**config.mk**
```make
export PLATFORM = sky130hd
export DESIGN_NAME = frame_packetizer
export DESIGN_NICKNAME = d
export VERILOG_FILES = /design/src/rtl/frame_pkg.sv /design/src/rtl/axis_out_reg.sv /design/src/rtl/frame_packetizer.sv
export SDC_FILE = /design/constraint.sdc
export NUM_CORES = 2
export LEC_CHECK = 0
export ABC_AREA = 1
export CORE_MARGIN = 4
export CORE_UTILIZATION = 55
export CTS_CLUSTER_DIAMETER = 50
export DETAILED_ROUTE_END_ITERATION = 12
export DONT_BUFFER_PORTS = 1
export GPL_TIMING_DRIVEN = 1
export PLACE_DENSITY = 0.74
export SLEW_MARGIN = 5
export SYNTH_ARGS = -nofsm -noshare
export SYNTH_HDL_FRONTEND = slang
export SYNTH_SLANG_ARGS = --single-unit
```
**constraint.sdc**
```tcl
create_clock -name clk -period 22.3 [get_ports clk]
set_input_delay 4.46 -clock clk [delete_from_list [all_inputs] [get_ports clk]]
set_output_delay 4.46 -clock clk [all_outputs]
set_load 0.05 [all_outputs]
```
**src/rtl/frame_pkg.sv**
```systemverilog
// Shared definitions for the frame packetizer: state encoding, default widths, config helper.
// Latency: n/a (package only).
// Backpressure: n/a (package only).
package frame_pkg;

  localparam logic [1:0] IDLE    = 2'd0;
  localparam logic [1:0] PAYLOAD = 2'd1;
  localparam logic [1:0] META    = 2'd2;
  localparam logic [1:0] TRAILER = 2'd3;

  typedef enum logic [1:0] {
    S_IDLE    = IDLE,
    S_PAYLOAD = PAYLOAD,
    S_META    = META,
    S_TRAILER = TRAILER
  } state_e;

  localparam int DEF_DW       = 128;
  localparam int DEF_CNT_W    = 64;
  localparam int DEF_PKT_W    = 32;
  localparam int DEF_META_MAX = 4;

  // Payload beats per frame; a zero divisor or a zero quotient still yields one beat
  // so a frame can never be empty of payload.
  function automatic logic [31:0] safe_div(input logic [31:0] frame_size,
                                           input logic [15:0] packet_size);
    logic [31:0] q;
    q = 32'd1;
    if (packet_size != 16'd0) begin
      q = frame_size / {16'd0, packet_size};
      if (q == 32'd0) q = 32'd1;
    end
    return q;
  endfunction

endpackage

```
**src/rtl/axis_out_reg.sv**
```systemverilog
// One-deep AXI-Stream output register with a load_ok qualifier for the producer.
// Latency: 1 cycle from load to tvalid.
// Backpressure: holds tdata/tlast/tkeep stable while tvalid && !tready; load_ok low then.
module axis_out_reg
  import frame_pkg::*;
#(
  parameter int DW = DEF_DW
) (
  input  logic          clk,
  input  logic          rst,
  input  logic          load_vld_i,
  input  logic [DW-1:0] load_dat_i,
  input  logic          load_last_i,
  output logic          load_ok_o,
  output logic [DW-1:0] tdata_o,
  output logic          tvalid_o,
  output logic          tlast_o,
  output logic [DW/8-1:0] tkeep_o,
  input  logic          tready_i
);

  logic [DW-1:0]   tdata_q;
  logic            tvalid_q;
  logic            tlast_q;
  logic [DW/8-1:0] tkeep_q;

  assign load_ok_o = !tvalid_q || tready_i;
  assign tdata_o   = tdata_q;
  assign tvalid_o  = tvalid_q;
  assign tlast_o   = tlast_q;
  assign tkeep_o   = tkeep_q;

  // Register a new beat whenever the slot is empty or being drained this cycle.
  always_ff @(posedge clk or posedge rst) begin
    if (rst) begin
      tdata_q  <= '0;
      tvalid_q <= 1'b0;
      tlast_q  <= 1'b0;
      tkeep_q  <= '0;
    end else if (load_ok_o) begin
      tvalid_q <= load_vld_i;
      tlast_q  <= load_vld_i && load_last_i;
      tkeep_q  <= {(DW/8){load_vld_i}};
      if (load_vld_i) tdata_q <= load_dat_i;
    end
  end

endmodule

```
**src/rtl/frame_packetizer.sv**
```systemverilog
// Frame builder: N payload beats, M metadata beats, then a frame-counter trailer with tlast.
// Latency: 1 cycle from input handshake to axis_out_tvalid; back-to-back frames without gaps.
// Backpressure: input treadys follow the output register's load_ok; FSM stalls on any beat.
module frame_packetizer
  import frame_pkg::*;
#(
  parameter int DW       = DEF_DW,
  parameter int META_MAX = DEF_META_MAX,
  parameter int CNT_W    = DEF_CNT_W,
  parameter int PKT_W    = DEF_PKT_W
) (
  input  logic                          clk,
  input  logic                          reset,
  input  logic [31:0]                   frame_size,
  input  logic [15:0]                   packet_size,
  input  logic [$clog2(META_MAX+1)-1:0] meta_len,
  input  logic                          enable,
  input  logic [DW-1:0]                 axis_in_tdata,
  input  logic                          axis_in_tvalid,
  output logic                          axis_in_tready,
  input  logic [DW-1:0]                 axis_in_meta_tdata,
  input  logic                          axis_in_meta_tvalid,
  output logic                          axis_in_meta_tready,
  output logic [DW-1:0]                 axis_out_tdata,
  output logic                          axis_out_tvalid,
  input  logic                          axis_out_tready,
  output logic                          axis_out_tlast,
  output logic [DW/8-1:0]               axis_out_tkeep,
  output logic [1:0]                    fsm_state,
  output logic [CNT_W-1:0]              frame_count
);

  localparam int MLW = $clog2(META_MAX+1);

  state_e             state_q, state_d;
  logic [PKT_W-1:0]   n_pkt_q, n_pkt_d;
  logic [MLW-1:0]     meta_n_q, meta_n_d;
  logic [PKT_W-1:0]   pkt_cnt_q, pkt_cnt_d;
  logic [MLW-1:0]     meta_cnt_q, meta_cnt_d;
  logic [CNT_W-1:0]   frame_cnt_q, frame_cnt_d;

  logic               load_ok;
  logic               ld_vld;
  logic [DW-1:0]      ld_dat;
  logic               ld_last;
  logic [PKT_W-1:0]   cfg_n_pkt;
  logic [MLW-1:0]     cfg_meta;

  assign cfg_n_pkt = PKT_W'(safe_div(frame_size, packet_size));
  assign cfg_meta  = (meta_len > MLW'(META_MAX)) ? MLW'(META_MAX) : meta_len;

  assign axis_in_tready      = load_ok && (state_q == S_PAYLOAD);
  assign axis_in_meta_tready = load_ok && (state_q == S_META);
  assign fsm_state           = state_q;
  assign frame_count         = frame_cnt_q;

  // State, latched frame config and beat/frame counters.
  always_ff @(posedge clk or posedge reset) begin
    if (reset) begin
      state_q     <= S_IDLE;
      n_pkt_q     <= '0;
      meta_n_q    <= '0;
      pkt_cnt_q   <= '0;
      meta_cnt_q  <= '0;
      frame_cnt_q <= '0;
    end else begin
      state_q     <= state_d;
      n_pkt_q     <= n_pkt_d;
      meta_n_q    <= meta_n_d;
      pkt_cnt_q   <= pkt_cnt_d;
      meta_cnt_q  <= meta_cnt_d;
      frame_cnt_q <= frame_cnt_d;
    end
  end

  // Next-state logic; also selects which beat (if any) goes into the output register.
  always_comb begin
    state_d     = state_q;
    n_pkt_d     = n_pkt_q;
    meta_n_d    = meta_n_q;
    pkt_cnt_d   = pkt_cnt_q;
    meta_cnt_d  = meta_cnt_q;
    frame_cnt_d = frame_cnt_q;
    ld_vld      = 1'b0;
    ld_dat      = axis_in_tdata;
    ld_last     = 1'b0;
    case (state_q)
      S_IDLE: begin
        if (enable) begin
          n_pkt_d    = cfg_n_pkt;
          meta_n_d   = cfg_meta;
          pkt_cnt_d  = '0;
          meta_cnt_d = '0;
          state_d    = S_PAYLOAD;
        end
      end
      S_PAYLOAD: begin
        if (axis_in_tvalid && axis_in_tready) begin
          ld_vld = 1'b1;
          ld_dat = axis_in_tdata;
          if (pkt_cnt_q == n_pkt_q - PKT_W'(1)) begin
            pkt_cnt_d = '0;
            state_d   = (meta_n_q != '0) ? S_META : S_TRAILER;
          end else begin
            pkt_cnt_d = pkt_cnt_q + PKT_W'(1);
          end
        end
      end
      S_META: begin
        if (axis_in_meta_tvalid && axis_in_meta_tready) begin
          ld_vld = 1'b1;
          ld_dat = axis_in_meta_tdata;
          if (meta_cnt_q == meta_n_q - MLW'(1)) begin
            meta_cnt_d = '0;
            state_d    = S_TRAILER;
          end else begin
            meta_cnt_d = meta_cnt_q + MLW'(1);
          end
        end
      end
      S_TRAILER: begin
        if (load_ok) begin
          ld_vld      = 1'b1;
          ld_dat      = DW'(frame_cnt_q);
          ld_last     = 1'b1;
          frame_cnt_d = frame_cnt_q + CNT_W'(1);
          pkt_cnt_d   = '0;
          meta_cnt_d  = '0;
          if (enable) begin
            n_pkt_d  = cfg_n_pkt;
            meta_n_d = cfg_meta;
            state_d  = S_PAYLOAD;
          end else begin
            state_d = S_IDLE;
          end
        end
      end
      default: state_d = S_IDLE;
    endcase
  end

  axis_out_reg #(.DW(DW)) u_out_reg (
    .clk         (clk),
    .rst         (reset),
    .load_vld_i  (ld_vld),
    .load_dat_i  (ld_dat),
    .load_last_i (ld_last),
    .load_ok_o   (load_ok),
    .tdata_o     (axis_out_tdata),
    .tvalid_o    (axis_out_tvalid),
    .tlast_o     (axis_out_tlast),
    .tkeep_o     (axis_out_tkeep),
    .tready_i    (axis_out_tready)
  );

endmodule
```
==> impl_metrics.toml, run 1 <==
[status]
status = "aborted with a tool error"
failed_stage = "global routing"
run.stop_error = "[ERROR GRT-0116] Global routing finished with congestion. Check the congestion regions in the DRC Viewer."

[placement]
hpwlAfterDp_um = 119000
post-place-ws_ns = -53.15
gp_congestion = 1.05
io_buffers = 0

[synthesis]
synth_area_leader_cell = "dfrtp_1"
syn_nets = 6836
synthTopCellsByCount = "1681 x nand2_1, 867 x inv_1, 405 x ha_1, 362 x o21ai_0, 348 x nand3_1"
synth.area.top_cells = "dfrtp_1 17%, nand2_1 16%, ha_1 13%"
synth_seq_cells = 266
synth_simple_gate_area_frac = 0.340
synth-xor-area-share = 0.0974
muxShareOfSynthArea = 0
netlist_area_um2 = 39300
synth_edf_count = 0
yosys.cell_types.count = 76
ys_warn_count = 0
synth.most_common_cell = "nand2_1"
synth-compound-area-share = 0.148
synth-async-reset-ratio = 1.00
ys_seq_area_frac = 0.169
syn_avg_cell_area_um2 = 6.42
synthCells = 6118
synth_top_area_frac = 0.169
synthAdderAreaFrac = 0.129
synth_top_family_by_area = "simple AND/OR/NAND/NOR gates"
ys.flop_type = "dfrtp_1"

[die]
initial_core_util = 0.558
die_w_um = 275
io_pins = 527
num_rows = 97
die_h_um = 275

[clocking]
clockRootBuffer = "clkbuf_16"
cts_hold_buf = 0
clockBufferDepth = 3
htree_levels = 1
clkSinkCount = 266
numCtsBuffers = 29

[grt]
grt_pass1_vias = 65900
grt-ovfl-total = 637
track_usage = 0.747
grt_first_pass_wirelength_um = 431000
grt_max_degree = 84
==> repair_timing <==
item,in CTS
endpoints found under the setup margin,19
gates resized for setup,367
buffers inserted,708
cloned,8
pin swaps,280
==> metrics by stage <==
stage | setup TNS (ns) | hold WS [ns] | area [um2] | instances
global placement | -480.93 | 0.508 | 52100 | 8405
floorplan | -542.96 | 0.485 | 40700 | 6118
CTS | -461.96 | 0.531 | 60100 | 9171
detailed placement | -515.97 | 0.516 | 52100 | 8405
==> metal layers <==
layer | global-route usage | overflow
met1 | 0.763 | 94
met2 | 0.921 | 342
met3 | 0.583 | 54
met4 | 0.692 | 144
met5 | 0.329 | 3
==> logic make-up after synthesis <==
kind of cell	Yosys count
flip-flops	266
buffers and inverters	1127
AO/OA/AOI/OAI	968
XOR/XNOR	437
adder cells (fa/ha/maj)	405
AND/OR/NAND/NOR	2915
==> run 2, diff against run 1 <==
CORE_UTILIZATION = 40   (was 55)
CTS_CLUSTER_DIAMETER = default   (was 50)
PLACE_DENSITY = default   (was 0.74)
PLACE_DENSITY_LB_ADDON = 0.15   (was default)
==> run 2 against run 1 <==
The flow now finishes, with violations (setup timing). Area after synthesis is the same. Synthesized cell count did not move.
==> impl_metrics.toml, run 2 <==
[sta]
max_freq_mhz = 12.9
slew_headroom = 0.240
worst_pin_slew_ns = 1.14
rsz0062_at_grt = "yes"
final-setup-viol-count = 19
finalMaxSlewViolations = 0
fin_skew_ns = 0.0121
hold_violations = 0
period_minus_slack_ns = 77.71
fin_crit_sh = 3.48
fin_ws_ns = -55.41

[die]
die_h_um = 321
die_area_um2 = 103000
io_pins = 527
num_rows = 114
die_w_um = 321
coreArea_um2 = 97000
initial_core_util = 0.405

[synthesis]
synth_top_area_frac = 0.169
syn_nets = 6836
synth_edf_count = 0
synthTopCellsByCount = "1681 x nand2_1, 867 x inv_1, 405 x ha_1, 362 x o21ai_0, 348 x nand3_1"
ys.flop_type = "dfrtp_1"
synth.most_common_cell = "nand2_1"
yosys.cell_types.count = 76
netlist_area_um2 = 39300
synth_area_leader_cell = "dfrtp_1"
ys_warn_count = 0
synth_seq_cells = 266
ys_seq_area_frac = 0.169
synthCells = 6118
synth-async-reset-ratio = 1.00
syn_avg_cell_area_um2 = 6.42
synth.area.top_cells = "dfrtp_1 17%, nand2_1 16%, ha_1 13%"

[final_layout]
drive_gt1_frac = 0.431
syn_to_final_growth_pct = 64.1
largest_reg_flops = 128
fill_cells = 7775
finalNonFillerCells = 9788
final_common_cell = "buf_4"
multi_input_area_um2 = 32200
finish.instance_area_um2 = 64500
num-nets-final = 9199
ff_latch_area_um2 = 6660
mostFrequentLayoutCells = "2447 x buf_4, 1545 x nand2_1, 777 x inv_1"

[critical_path]
critPathArrivalTime_ns = 78.20
crit_path_end_kind = "flop"
cpMostUsedCell = "a21oi_2"
r2r_cells = 24
worst_r2r_endpoint = "frame_count[63]"
r2r_slack_ns = 14.02
r2r-start = "fsm_state[0]"
crit_path_end = "n_pkt_q[0]"
worstSetupPathType = "input port to flop"
slowest_delay_ns = 0.51
required_ns = 22.79
worstSetupStartpoint = "frame_size[14]"
cp-start-kind = "input port"
critPathMaxFanout = 27
worst_path_max_delay_cell = "xnor2_1"

[routing]
num_vias = 52100
drtPass1Iterations = 9
routed_wirelength_um = 186000
wire_per_inst_um = 19.0
vias_per_cell = 5.32
drc = 0
initialDrtViolationCount = 3698
antenna_left = 0

[min_path]
min_path_cells = 2
hold_class = "flop to flop"
hold_start = "meta_n_q[2]"

[clocking]
htree_levels = 1
cts_hold_buf = 0
clockRootBuffer = "clkbuf_16"
cts_tree = "built"
clk_pin_slew_ns = 0.07
insertion_delay_ns = 0.60
clkSinkCount = 266
clockBufferDepth = 3
numCtsBuffers = 28

[grt]
grt_first_pass_wirelength_um = 262000
track_usage = 0.311
antenna_found_initial = 10
grt-ovfl-total = 0
grt_max_degree = 84
grt_pass1_vias = 49800

[run]
drv_cap = 0

[placement]
io_buffers = 0
post-place-ws_ns = -52.88
hpwlAfterDp_um = 117000
gp_congestion = 0.929
place_inst = 8787
place_area_um2 = 52900

[status]
status = "complete, but fails checks"
violations = "setup timing"
[run 2: kinds of logic after synthesis]
kind of cell,Yosys count,share of synthesized area
and+or+nand+nor,2915,0.340
adders and majority gates,405,0.129
DFF,266,0.169
xor gates and xnor gates,437,0.0974
AOI/OAI and AO/OA,968,0.148
buffers and inverters,1127,0.116
[run 2: final cells by class]
type / count / share of cell area
clock inverters: 12 / 0.00202
clock buffers: 39 / 0.0126
well taps: 1276 / 0.0248
multi-input cells: 4725 / 0.499
inverters: 937 / 0.0564
repair inverters: 3 / 0.000388
flip-flops and latches: 266 / 0.103
repair buffers: 2520 / 0.301
diodes: 10 / 0.000388
[run 2: per-layer routing]
metal  wire length [um]  share of wire  global-route usage
met5                 71        0.00038                   0
met4              14400          0.078               0.167
met3              13400          0.072              0.0406
met1              70600           0.38               0.363
met2              87600           0.47               0.552
[run 2: worst min-delay path by stage]
stage                   to  slack (ns)
2_1_floorplan  meta_n_q[2]        0.48
5_1_grt        n_pkt_q[30]        0.55
4_1_cts        n_pkt_q[30]        0.53
6_report       meta_n_q[2]        0.53
3_5_place_dp   n_pkt_q[31]        0.52
3_3_place_gp   meta_n_q[2]        0.51
[run 2: worst max-delay path, delay by kind of cell]
family,cells,cell delay [ns]
buf+inv,191,17.41
simple gates,183,17.43
compound gates,206,29.70
fa+ha+maj,31,8.27
xor+xnor,2,0.65
[run 2: what timing repair did]
item | 4_1_cts | 5_1_grt
setup buffers | 756 | 178
pin swaps | 282 | 434
cloned | 7 | 2
gates resized for setup | 332 | 446
setup endpoints to repair | 19 | 20
[run 2: per-stage QoR]
| stage | utilization | hold slack [ns] | TNS, ns |
|---|---|---|---|
| floorplan | - | 0.485 | -542.96 |
| finish | 0.665 | 0.534 | -530.83 |
| CTS | 0.629 | 0.535 | -457.12 |
| global route | 0.665 | 0.546 | -578.50 |
| detailed placement | 0.545 | 0.515 | -511.17 |
| global placement | 0.545 | 0.511 | -491.25 |
Power of run 2 is not shown: default switching activity piles up to over one toggle a cycle in this logic, so the estimate is an artifact.
